`config.mk`:
```
export PLATFORM = sky130hd
export DESIGN_NAME = snd_spi_ctrl
export DESIGN_NICKNAME = d
export VERILOG_FILES = /design/src/rtl/snd_spi_ctrl.sv
export SDC_FILE = /design/constraint.sdc
export NUM_CORES = 1
export LEC_CHECK = 0
export CAP_MARGIN = 15
export CELL_PAD_IN_SITES_DETAIL_PLACEMENT = 0
export CELL_PAD_IN_SITES_GLOBAL_PLACEMENT = 2
export CORE_MARGIN = 2
export CORE_UTILIZATION = 35
export CTS_BUF_LIST = sky130_fd_sc_hd__clkbuf_8
export DETAILED_ROUTE_END_ITERATION = 10
export PLACE_DENSITY_LB_ADDON = 0.3
export SETUP_SLACK_MARGIN = 0.15
export SLEW_MARGIN = 40
export SYNTH_ARGS = -nofsm -noshare
export SYNTH_HDL_FRONTEND = slang
export SYNTH_SLANG_ARGS = --single-unit
```
`constraint.sdc`:
```
create_clock -name ACLK -period 5.8 [get_ports ACLK]
set_input_delay 1.16 -clock ACLK [delete_from_list [all_inputs] [get_ports ACLK]]
set_output_delay 1.16 -clock ACLK [all_outputs]
set_load 0.02 [all_outputs]
```
`src/rtl/snd_spi_ctrl.sv`:
```
// snd_spi_ctrl: bridges an external SPI panel onto the sound block's register write port, merged with host writes.
// Define SNDCTL_VOLSTEP_EN to add the shadow volume register and the relative volume opcodes 05/06.
module snd_spi_ctrl #(
    parameter logic [15:0] ADDR_BASE = 16'h3000,
    parameter logic [7:0]  VOL_STEP  = 8'h10
) (
    input  logic        ACLK,
    input  logic        ARESETN,
    input  logic        SCK,
    input  logic        SSEL,
    input  logic        MOSI,
    output logic        MISO,
    input  logic [15:0] H_WRADDR,
    input  logic [3:0]  H_BYTEEN,
    input  logic        H_WREN,
    input  logic [31:0] H_WDATA,
    output logic [15:0] WRADDR,
    output logic [3:0]  BYTEEN,
    output logic        WREN,
    output logic [31:0] WDATA,
    output logic        BUSY,
    output logic        FRAME_ERR
);

    // state    | meaning
    // S_IDLE   | no frame being received, no SPI write pending
    // S_SHIFT  | SSEL low, frame bits being collected
    // S_DECODE | one cycle after SSEL rise: length/opcode check
    // S_ISSUE  | SPI write pending, waits for a cycle with no host write
    typedef enum logic [1:0] {S_IDLE, S_SHIFT, S_DECODE, S_ISSUE} state_t;

    localparam logic [15:0] A_START = ADDR_BASE;
    localparam logic [15:0] A_SIZE  = ADDR_BASE + 16'h0004;
    localparam logic [15:0] A_VOL   = ADDR_BASE + 16'h0008;
    localparam logic [15:0] A_CMD   = ADDR_BASE + 16'h000C;

    logic [2:0]  r_sck_sync;
    logic [2:0]  r_ssel_sync;
    logic [2:0]  r_mosi_sync;
    logic        w_sck_rise;
    logic        w_sck_fall;
    logic        w_ssel_rise;
    logic        w_ssel_fall;
    logic        w_frame_end;

    logic        r_live;
    logic        r_armed;
    logic        r_in_frame;
    logic [5:0]  r_bit_cnt;
    logic [39:0] r_shift;
    logic [7:0]  r_tx;
    logic        r_miso;
    logic [7:0]  r_result;

    state_t      r_state;
    logic        r_wren;
    logic        r_busy;
    logic        r_frame_err;
    logic [15:0] r_wraddr;
    logic [3:0]  r_byteen;
    logic [31:0] r_wdata;
    logic [15:0] r_pend_addr;
    logic [31:0] r_pend_data;

    logic [7:0]  w_op;
    logic [31:0] w_arg;
    logic        w_dec_ok;
    logic [15:0] w_dec_addr;
    logic [31:0] w_dec_data;

`ifdef SNDCTL_VOLSTEP_EN
    logic [7:0]  r_vol;
    logic [8:0]  w_vol_sum;
    logic [7:0]  w_vol_up;
    logic [7:0]  w_vol_dn;

    always_comb begin
        w_vol_sum = {1'b0, r_vol} + {1'b0, VOL_STEP};
        w_vol_up  = w_vol_sum[8] ? 8'hFF : w_vol_sum[7:0];
        w_vol_dn  = (r_vol < VOL_STEP) ? 8'h00 : (r_vol - VOL_STEP);
    end
`else
    logic w_unused_vol_step;
    assign w_unused_vol_step = ^VOL_STEP;
`endif

    assign w_sck_rise  =  r_sck_sync[1]  & ~r_sck_sync[2];
    assign w_sck_fall  = ~r_sck_sync[1]  &  r_sck_sync[2];
    assign w_ssel_rise =  r_ssel_sync[1] & ~r_ssel_sync[2];
    assign w_ssel_fall = ~r_ssel_sync[1] &  r_ssel_sync[2];
    assign w_frame_end =  w_ssel_rise & r_in_frame;

    // Arming needs SSEL seen high by a flop that has sampled the pin since reset,
    // so a frame already in progress at reset release is never picked up mid-way.
    always_ff @(posedge ACLK) begin
        if (!ARESETN) begin
            r_sck_sync  <= 3'b000;
            r_ssel_sync <= 3'b111;
            r_mosi_sync <= 3'b000;
            r_live      <= 1'b0;
            r_armed     <= 1'b0;
            r_in_frame  <= 1'b0;
            r_bit_cnt   <= 6'd0;
            r_shift     <= 40'd0;
            r_tx        <= 8'h00;
            r_miso      <= 1'b0;
        end else begin
            r_sck_sync  <= {r_sck_sync[1:0], SCK};
            r_ssel_sync <= {r_ssel_sync[1:0], SSEL};
            r_mosi_sync <= {r_mosi_sync[1:0], MOSI};
            r_live      <= 1'b1;
            if (r_live && r_ssel_sync[0])
                r_armed <= 1'b1;

            if (w_ssel_fall && r_armed) begin
                r_in_frame <= 1'b1;
                r_bit_cnt  <= 6'd0;
                r_miso     <= r_result[7];
                r_tx       <= {r_result[6:0], 1'b0};
            end else if (w_ssel_rise) begin
                r_in_frame <= 1'b0;
                r_miso     <= 1'b0;
            end else if (r_in_frame) begin
                if (w_sck_rise) begin
                    r_shift <= {r_shift[38:0], r_mosi_sync[2]};
                    if (r_bit_cnt != 6'd63)
                        r_bit_cnt <= r_bit_cnt + 6'd1;
                end
                if (w_sck_fall) begin
                    r_miso <= r_tx[7];
                    r_tx   <= {r_tx[6:0], 1'b0};
                end
            end
        end
    end

    always_comb begin
        w_op       = r_shift[39:32];
        w_arg      = r_shift[31:0];
        w_dec_ok   = 1'b0;
        w_dec_addr = A_START;
        w_dec_data = 32'd0;
        case (w_op)
            8'h01: begin w_dec_ok = 1'b1; w_dec_addr = A_START; w_dec_data = w_arg; end
            8'h02: begin w_dec_ok = 1'b1; w_dec_addr = A_SIZE;  w_dec_data = w_arg; end
            8'h03: begin w_dec_ok = 1'b1; w_dec_addr = A_VOL;   w_dec_data = {24'd0, w_arg[7:0]}; end
            8'h04: begin w_dec_ok = 1'b1; w_dec_addr = A_CMD;   w_dec_data = {29'd0, w_arg[2:0]}; end
`ifdef SNDCTL_VOLSTEP_EN
            8'h05: begin w_dec_ok = 1'b1; w_dec_addr = A_VOL;   w_dec_data = {24'd0, w_vol_up}; end
            8'h06: begin w_dec_ok = 1'b1; w_dec_addr = A_VOL;   w_dec_data = {24'd0, w_vol_dn}; end
`endif
            default: w_dec_ok = 1'b0;
        endcase
        if (r_bit_cnt != 6'd40)
            w_dec_ok = 1'b0;
    end

    always_ff @(posedge ACLK) begin
        if (!ARESETN) begin
            r_state     <= S_IDLE;
            r_wren      <= 1'b0;
            r_busy      <= 1'b0;
            r_frame_err <= 1'b0;
            r_wraddr    <= 16'd0;
            r_byteen    <= 4'd0;
            r_wdata     <= 32'd0;
            r_pend_addr <= 16'd0;
            r_pend_data <= 32'd0;
            r_result    <= 8'h00;
`ifdef SNDCTL_VOLSTEP_EN
            r_vol       <= 8'h00;
`endif
        end else begin
            r_wren      <= 1'b0;
            r_frame_err <= 1'b0;
            if (H_WREN) begin
                r_wren   <= 1'b1;
                r_wraddr <= H_WRADDR;
                r_byteen <= H_BYTEEN;
                r_wdata  <= H_WDATA;
`ifdef SNDCTL_VOLSTEP_EN
                if (H_WRADDR == A_VOL && H_BYTEEN[0])
                    r_vol <= H_WDATA[7:0];
`endif
            end
            case (r_state)
                S_IDLE: begin
                    if (w_frame_end)
                        r_state <= S_DECODE;
                    else if (r_in_frame)
                        r_state <= S_SHIFT;
                end
                S_SHIFT: begin
                    if (w_frame_end)
                        r_state <= S_DECODE;
                end
                S_DECODE: begin
                    if (w_dec_ok) begin
                        r_pend_addr <= w_dec_addr;
                        r_pend_data <= w_dec_data;
                        r_busy      <= 1'b1;
                        r_result    <= 8'hA5;
                        r_state     <= S_ISSUE;
                    end else begin
                        r_frame_err <= 1'b1;
                        r_result    <= 8'hEE;
                        r_state     <= S_IDLE;
                    end
                end
                S_ISSUE: begin
                    // A second frame finishing here is dropped; the pending write stays intact.
                    if (w_frame_end) begin
                        r_frame_err <= 1'b1;
                        r_result    <= 8'hEE;
                    end
                    if (!H_WREN) begin
                        r_wren   <= 1'b1;
                        r_wraddr <= r_pend_addr;
                        r_byteen <= 4'hF;
                        r_wdata  <= r_pend_data;
                        r_busy   <= 1'b0;
                        r_state  <= S_IDLE;
`ifdef SNDCTL_VOLSTEP_EN
                        if (r_pend_addr == A_VOL)
                            r_vol <= r_pend_data[7:0];
`endif
                    end
                end
                default: r_state <= S_IDLE;
            endcase
        end
    end

    assign MISO      = r_miso;
    assign WREN      = r_wren;
    assign WRADDR    = r_wraddr;
    assign BYTEEN    = r_byteen;
    assign WDATA     = r_wdata;
    assign BUSY      = r_busy;
    assign FRAME_ERR = r_frame_err;

endmodule

```
# == After elaboration in Yosys (flattened, before gate mapping) ==
# Cells that the tools add are included.
# word_totals
word_cells,110
input_bits,58
register_bits,179
output_inout_bits,56
# op_classes
eq_ne,15
n_mux,42
addsub,1
n_reduce_logical,20
n_bitwise,12
# op_table
cell,count
$mux 32,3
$pmux 32 s3,1
$mux 16,3
$mux 8,5
$eq 8x2->1 const B,2
$mux 1,16
$pmux 8 s2,1
$mux 4,3
$ne 6x6->1 const B,2
$pmux 4 s3,1
$mux 2,5
$reduce_and 3->1,3
$eq 8x1->1 const B,1
$eq 8x3->1 const B,1
$ne 2x2->1 const B,4
$pmux 2 s4,1
$reduce_and 4->1,2
$reduce_bool 2->1,4
$mux 7,1
$not 1->1,7
$add 6x1->6 const B,1
$reduce_and 2->1,3
$reduce_bool 3->1,2
$and 1x1->1,5
9 further kinds,13

# == Logic depth before layout (Yosys ltp) ==
# Gate-level depths: netlist (run 1).
# depth
ltp_word,6
ltp_mapped,8
depth_no_buf,6

# == Least setup slack after synthesis (run 1) ==
# No wires, ideal clock.
# synth_timing
path_kind,in2reg
from,input ARESETN
to,register r_pend_data[3]
setup_ps,74
t_required_ps,5726
arrival_time_ps,2366
n_path_buf,1
slack_ps,3360
path_stages,5
cell_sequence,clkbuf_1 -> clkinv_1 -> nor4b_1 -> nand4_1 -> o21ai_0
# synth_lines
item,line_no,rtl
start: declaration,8,"input logic ARESETN,"
end signal: assignment,200,r_pend_data <= w_dec_data;
end: declaration,63,logic [31:0] r_pend_data;

# == Worst setup path in the final report (run 1) ==
# layout_timing
from,input H_WREN
to,"register r_wdata[5], in the netlist WDATA[5]"
# layout_between
elab_chain_len,3
# layout_rtl
item,line_no,rtl
start: declaration,15,"input logic H_WREN,"
$mux 32,176,if (H_WREN) begin
$mux 32,216,if (!H_WREN) begin
$mux 32 (*),186,case (r_state)
end signal: assignment,220,r_wdata <= r_pend_data;
end: declaration,61,logic [31:0] r_wdata;
# Every way passes the cells marked *; elsewhere a longest branch is shown, timed or not.
# A chain may end at the register's enable or synchronous reset.

==> results of run 1 <==
how the worst max path moves through the flow:
| stage | startpoint | to | slack, ns | cells after the start |
|---|---|---|---|---|
| global route | H_WREN | WDATA[5] | 2.56 | 5 |
| floorplan | ARESETN | r_pend_data[3] | 3.36 | 5 |
| global placement | H_WREN | WDATA[14] | 2.15 | 5 |
| finish | H_WREN | WDATA[5] | 2.73 | 5 |
| CTS | H_WREN | WDATA[5] | 2.77 | 5 |
| detailed placement | H_WREN | WDATA[12] | 2.28 | 5 |
power by group:
group          total [mW]  internal, mW  switching (mW)
registers            1.15          1.13          0.0184
logic               0.197        0.0979          0.0993
clock network       0.864         0.448           0.416
total                2.21          1.68           0.533
cell families after synthesis:
| logic type | Yosys count |
|---|---|
| multiplexers | 51 |
| buffers and inverters | 66 |
| flip-flops | 161 |
| adder cells (fa/ha/maj) | 2 |
| XOR/XNOR | 1 |
| AND/OR/NAND/NOR | 289 |
| AO/OA/AOI/OAI | 149 |
routing by layer:
metal	vias to the layer above	global-route usage (%)	routed length, µm
met5	-	0	0
met4	0	5.26	182
met3	12	3.45	543
met2	86	27.0	7610
met1	2503	19.9	7110
li1	2667	-	-
Yosys cell counts (all sizes together):
| cell | number |
|---|---|
| dfxtp | 161 |
| nand2 | 128 |
| nor2 | 87 |
| a21oi | 59 |
| mux2i | 51 |
| clkbuf | 39 |
| a311oi | 34 |
| a31o | 24 |
| o21ai | 22 |
| nand3 | 19 |
| buf | 18 |
| and2 | 9 |
| inv | 8 |
| nand4 | 8 |
| nand2b | 7 |
| nor3 | 6 |
| and3 | 5 |
| nand3b | 3 |
| nor4 | 3 |
| o31ai | 3 |
| ha | 2 |
| nor2b | 2 |
| o22ai | 2 |
| or3 | 2 |
| or4 | 2 |
| a2111oi | 1 |
| a211oi | 1 |
| a31oi | 1 |
| and4b | 1 |
| clkinv | 1 |
| nor3b | 1 |
| nor4b | 1 |
| o21a | 1 |
| o21bai | 1 |
| or2 | 1 |
| or2b | 1 |
| or3b | 1 |
| or4b | 1 |
| or4bb | 1 |
| xnor2 | 1 |
flip-flops by register name (all words and copies together) (netlist names), 4 cells and up:
signal,flops
WRADDR,16
WDATA,32
r_shift,40
r_pend_data,32
r_tx,7
r_bit_cnt,6
BYTEEN,4
cell type report:
cell class	count	area (µm²)
fill	1783	9950
clock buffer	19	262
sequential	161	3220
tap	229	287
timing repair buffer	122	1190
inverter	9	36.3
multi-input combinational	492	2850
clock inverter	13	161
critical path, cell delays in order:
cell,delay [ns]
clkdlybuf4s50_1,0.79
inv_4,0.62
buf_4,0.44
nor2_1,0.12
a311oi_1,0.27
placed cells by master (no fill, tap or decap), types with 5 or more instances in the layout:
cell | synthesis | final
nand2_1 | 128 | 127
and2_1 | 9 | 9
dfxtp_1 | 161 | 161
nor2_1 | 87 | 87
clkbuf_8 | 2 | 19
nand2b_1 | 7 | 7
a21oi_1 | 59 | 59
mux2i_1 | 51 | 51
a311oi_1 | 34 | 34
o21ai_0 | 22 | 22
nand4_1 | 8 | 8
nor3_1 | 6 | 6
inv_1 | 7 | 8
and3_1 | 5 | 5
clkdlybuf4s50_1 | 0 | 112
a31o_1 | 22 | 22
nand3_1 | 19 | 19
buf_4 | 0 | 9
metrics by stage:
stage	setup WS, ns	hold WS, ns	total power [mW]	util (%)
after CTS	2.77	0.438	2.24	44.6
final	2.73	0.432	2.21	44.6
after global placement	2.15	0.418	1.38	42.2
after global routing	2.56	0.458	2.31	44.6
after floorplan	3.36	0.411	1.27	-
after detailed placement	2.28	0.420	1.38	42.3
==> results by group, run 1 <==
Detailed routing
  • WL final: 15.4 mm
  • Vias: 5,268
  • Vias per cell: just over 5
  • TritonRoute pass-1 iters: 5
  • DRT antenna net count: 0
  • DRC Markers: 0
  • WL per Instance: 14.8 µm
  • Initial drt markers: 229

Timing
  • Fin. max-slew vios: 0
  • Final hold vios: 0
  • Final period util: 53.0%
  • Measured slew at the worst slew-check pin: 0.807 ns
  • Clock skew: 0.0140 ns
  • Unrepaired setup endpoints after global routing: false
  • Max-Slew Margin vs Limit: 46.2%
  • Max Clock Freq: 325 MHz
  • Final Setup Violations: 0
  • Setup TNS: 0 ns
  • Min Tclk post-route: ~3 ns

Synthesis
  • Count of cell types in the netlist: 47
  • Mapped cell area: 6400 µm²
  • Synth Area in Compound Gates: 15.7%
  • Biggest area consumer among synthesized cells: dfxtp_1
  • Post-Synth XOR/XNOR Area: 0.137%
  • Yosys warns: 0
  • Synthesized Nets: 779
  • Sequential share of the synthesized area: 50.4%
  • Synth Area in Simple Gates: 20.0%
  • Synthesized flop and latch total: 161
  • Synth top area cells: dfxtp_1 50%, mux2i_1 8.0%, nand2_1 7.5%
  • Largest family of logic cells by synthesized area: simple AND/OR/NAND/NOR gates
  • Mapped Cells: between 700 and 800
  • Post-synthesis mux area share: under 10%
  • Syn avg cell area: 8.90 µm²
  • Synth top area share: about half
  • Adder and majority gate portion of the synthesized area: less than 1%

Worst hold path
  • Hold Crit Depth: 1
  • Critical hold path startpoint: r_sck_sync[0]
  • Hold Crit Endpoint: r_sck_sync[1]
  • HP Class: reg2reg

Setup path
  • Critical Path AT: 3.43 ns
  • R2r worst-path depth: 5
  • Setup Crit Path Kind: in2reg
  • R2R Setup Slk: 3.11 ns
  • CP max FO: 54
  • CP startpoint kind: primary input
  • Reg2reg start: r_state[0]
  • Crit end category: flop
  • Req. time, crit path: a little over 6 ns
  • RR Endpoint: r_pend_data[0]

GRT
  • Global-route wire length before repair: approximately 25 mm
  • GRT Residual Overflow: 0
  • Tot GR Track Use: roughly 16%
  • Initial antenna violation count: 0
  • Vias in the first global route: 5,126
  • Largest net degree at the start of global routing: 76

Power
  • Power Density: between 200 and 300 nW/µm²
  • Highest ir drop seen on vdd: 148 µV
  • Leak: 3.16 nW

CTS
  • Post-CTS Setup Repair Bufs: 0
  • Clock root buffer: clkbuf_8
  • Clk_lat worst skew: approximately 0.46 ns
  • Clock Sink Count: 161
  • CTS tree: done
  • CTS Buffer Depth: 2
  • Hold-fix buffers at CTS: 0
  • Clk slew on worst S/H paths: 0.09 ns
  • H-tree depth: 4
  • Post-CTS resize count: 0
  • Cts bufs inserted: 17

Job
  • Max-cap viol count: 0

Die
  • Rows: 49
  • Die Footprint: a little under 20,000 µm²
  • Starting Density: 35.6%
  • Io pins: 114
  • Die span in x: 139 µm
  • Die Ht: 139 µm
  • Core box area: ~18,000 µm²

Place
  • DPL Wire Length: between 9 and 10 mm
  • RePlAce Congestion: between 0.7 and 0.8
  • Placed Instances: about 1,000
  • Count of input and output buffers: 113
  • Placement Cell Area: between 7000 and 8000 µm²

Final layout
  • Post-route cell area: between 8000 and 9000 µm²
  • Area Growth Syn to Fin: 25.3%
  • Non-Filler Instances: 1,045
  • Antenna Cells: 0
  • Share of layout cells above drive strength 1: 6.50%
  • Final nets: 863

Status
  • Status: finished clean
Power figures use the tool's default switching activity.
==> run 2: changes to the inputs <==
CORE_UTILIZATION = 30   (was 35)
clock period = 2.8 ns   (was 5.8 ns; I/O delays follow)
==> run 2 against run 1 <==
  * Clock skew is 0.00086 ns lower
  * Sequential share of layout area is 0.70 points lower
  * Clock-buffer cell count is 2 higher
  * First-iteration DRC count is 2.2% lower
  * Sequential power is 110% higher
  * Hold slack better by 0.0047 ns
  * Combinational power is 110% higher
==> results by group, run 2 (synthesized netlist as in run 1, its figures left out) <==
Status
  • Status: finished clean (unchanged)

Worst hold path
  • HP Class: reg2reg (unchanged)
  • Hold Crit Endpoint: r_sck_sync[1] (unchanged)
  • Critical hold path startpoint: r_sck_sync[0] (unchanged)
  • Hold Crit Depth: 1 (unchanged)

Final layout
  • Filler instances: 2,142 (was 1,783)
  • Antenna Cells: 0 (unchanged)
  • Largest Register: r_shift (unchanged)
  • Most frequent cells in the layout: 161 x dfxtp_1, 127 x nand2_1, 112 x clkdlybuf4s50_1 (unchanged)
  • Area Growth Syn to Fin: 27.5% (was 25.3%)
  • FF+latch area: 3220 µm² (unchanged)
  • Non-Filler Instances: 1,098 (was 1,045)
  • Multi-input logic area: 2840 µm² (was 2850 µm²)
  • Post-route cell area: 8160 µm² (was 8020 µm²)
  • Leading cell type in the layout, fill and taps excluded: dfxtp_1 (unchanged)
  • Final nets: 871 (was 863)
  • Share of layout cells above drive strength 1: 7.05% (was 6.50%)
  • Final Util: 38.9% (was 44.6%)
  • Max reg flops: 40 (unchanged)

Setup path
  • Setup Crit Path Kind: reg2reg (was in2reg)
  • Largest stage delay on the critical path: 0.53 ns (was 0.79 ns)
  • Req. time, crit path: 3.15 ns (was 6.16 ns)
  • Critical Path AT: 2.59 ns (was 3.43 ns)
  • CP max stage cell: or4bb_1 (was clkdlybuf4s50_1)
  • CP cell instances: inv_1, ha_1, or4bb_1, a2111oi_4, buf_4, a21oi_1, a31o_2 (was clkdlybuf4s50_1, inv_4, buf_4, nor2_1, a311oi_1)
  • R2r worst-path depth: 7 (was 5)
  • CP bufs+invs: 2 (was 3)
  • RR Endpoint: r_pend_data[8] (was r_pend_data[0])
  • Crit end category: flop (unchanged)
  • Worst path top cell family by delay: compound AO/OA/AOI/OAI gates (was buffers and inverters)
  • CP max FO: 22 (was 54)
  • R2R Setup Slk: 0.55 ns (was 3.11 ns)
  • CP startpoint kind: flop (was primary input)
  • Reg2reg start: r_bit_cnt[0] (was r_state[0])

Timing
  • Final Setup Violations: 0 (unchanged)
  • Min Tclk post-route: between 2 and 2.5 ns
  • Final hold vios: 0 (unchanged)
  • Clock skew: 0.0132 ns (was 0.0140 ns)
  • Setup TNS: 0 ns (unchanged)
  • Fin. max-slew vios: 0 (unchanged)
  • Hold slack: 0.437 ns (was 0.432 ns)
  • Max Clock Freq: ~450 MHz
  • Max-Slew Margin vs Limit: 54.9% (was 46.2%)
  • Final setup margin: 0.555 ns (was 2.73 ns)
  • Unrepaired setup endpoints after global routing: false (unchanged)
  • Measured slew at the worst slew-check pin: 0.674 ns (was 0.807 ns)
  • Final period util: 80.2%

Detailed routing
  • Vias: 5,333 (was 5,268)
  • WL per Instance: 14.4 µm (was 14.8 µm)
  • DRT antenna net count: 0 (unchanged)
  • Initial drt markers: 224 (was 229)
  • Vias per cell: 4.86 (was 5.04)
  • WL final: 15.8 mm (was 15.4 mm)
  • TritonRoute pass-1 iters: 5 (unchanged)
  • DRC Markers: 0 (unchanged)

CTS
  • CTS tree: done (unchanged)
  • Clock root buffer: clkbuf_8 (unchanged)
  • Hold-fix buffers at CTS: 0 (unchanged)
  • Post-CTS Setup Repair Bufs: 0 (unchanged)
  • H-tree depth: 4 (unchanged)
  • Clk_lat worst skew: 0.44 ns (was 0.46 ns)
  • CTS Buffer Depth: 2 (unchanged)
  • Cts bufs inserted: 17 (unchanged)
  • Clk slew on worst S/H paths: 0.09 ns (about the same)
  • Clock Sink Count: 161 (unchanged)
  • Post-CTS resize count: 0 (unchanged)

Die
  • Die Footprint: 22,500 µm² (was 19,400 µm²)
  • Rows: 53 (was 49)
  • Die Ht: 150 µm (was 139 µm)
  • Core box area: 21,000 µm² (was 18,000 µm²)
  • Starting Density: 30.5% (was 35.6%)
  • Io pins: 114 (unchanged)
  • Die span in x: 150 µm (was 139 µm)

Job
  • Max-cap viol count: 0 (unchanged)

GRT
  • Largest net degree at the start of global routing: 82 (was 76)
  • Tot GR Track Use: 14.2% (was 15.8%)
  • Met2 usage: 23.5% (was 27.0%)
  • GRT busiest layer: met2 (unchanged)
  • Met1 GRT Util: 18.3% (was 19.9%)
  • Global-route wire length before repair: 25.6 mm (was 25.4 mm)
  • GRT Residual Overflow: 0 (unchanged)
  • Vias in the first global route: 5,062 (was 5,126)
  • Routing usage on met3: 3.45% (about the same)
  • Initial antenna violation count: 0 (unchanged)

Place
  • RePlAce Congestion: 0.718 (was 0.771)
  • Placement Cell Area: 7730 µm² (was 7590 µm²)
  • Placed Instances: 1,067 (was 1,013)
  • Dpl ws: 0.579 ns (was 2.28 ns)
  • Count of input and output buffers: 113 (unchanged)
  • DPL Wire Length: 10.2 mm (was 9.65 mm)

Power
  • Highest ir drop seen on vdd: 286 µV (was 148 µV)
  • Total power: 4.60 mW (was 2.21 mW)
  • Leak: 3.21 nW (was 3.16 nW)
  • Power Density: 564 nW/µm² (was 276 nW/µm²)
-- run 2: layer usage --
metal  up-vias  share of wire, %
met2       102                47
met3        10               4.6
met5         -                 0
li1       2678                 -
met4         0               1.1
met1      2543                47
-- run 2: how the worst max path moves through the flow --
| stage | start | end | slack, ns | cells after the start |
|---|---|---|---|---|
| finish | r_bit_cnt[0] | r_pend_data[8] | 0.55 | 7 |
| global route | r_bit_cnt[0] | r_pend_data[27] | 0.42 | 7 |
| CTS | r_bit_cnt[0] | r_pend_data[31] | 0.57 | 7 |
| detailed placement | r_bit_cnt[0] | r_pend_data[8] | 0.58 | 7 |
| global placement | r_bit_cnt[0] | r_pend_data[8] | 0.61 | 7 |
| floorplan | r_bit_cnt[0] | r_pend_data[29] | 0.74 | 7 |
-- run 2: cell type report --
cell class	count	share of cell area [%]
Sequential cell	161	39.5
Multi-Input combinational cell	492	34.8
Timing Repair Buffer	130	15.8
Inverter	9	0.430
Tap cell	275	4.22
Clock buffer	21	3.54
Clock inverter	10	1.63
-- run 2: where the power goes --
part / switching [mW] / leakage (nW) / internal (mW)
Combinational: 0.209 / 1.68 / 0.209
Clock: 0.830 / 0.221 / 0.968
Sequential: 0.0356 / 1.31 / 2.35
Total: 1.08 / 3.21 / 3.53
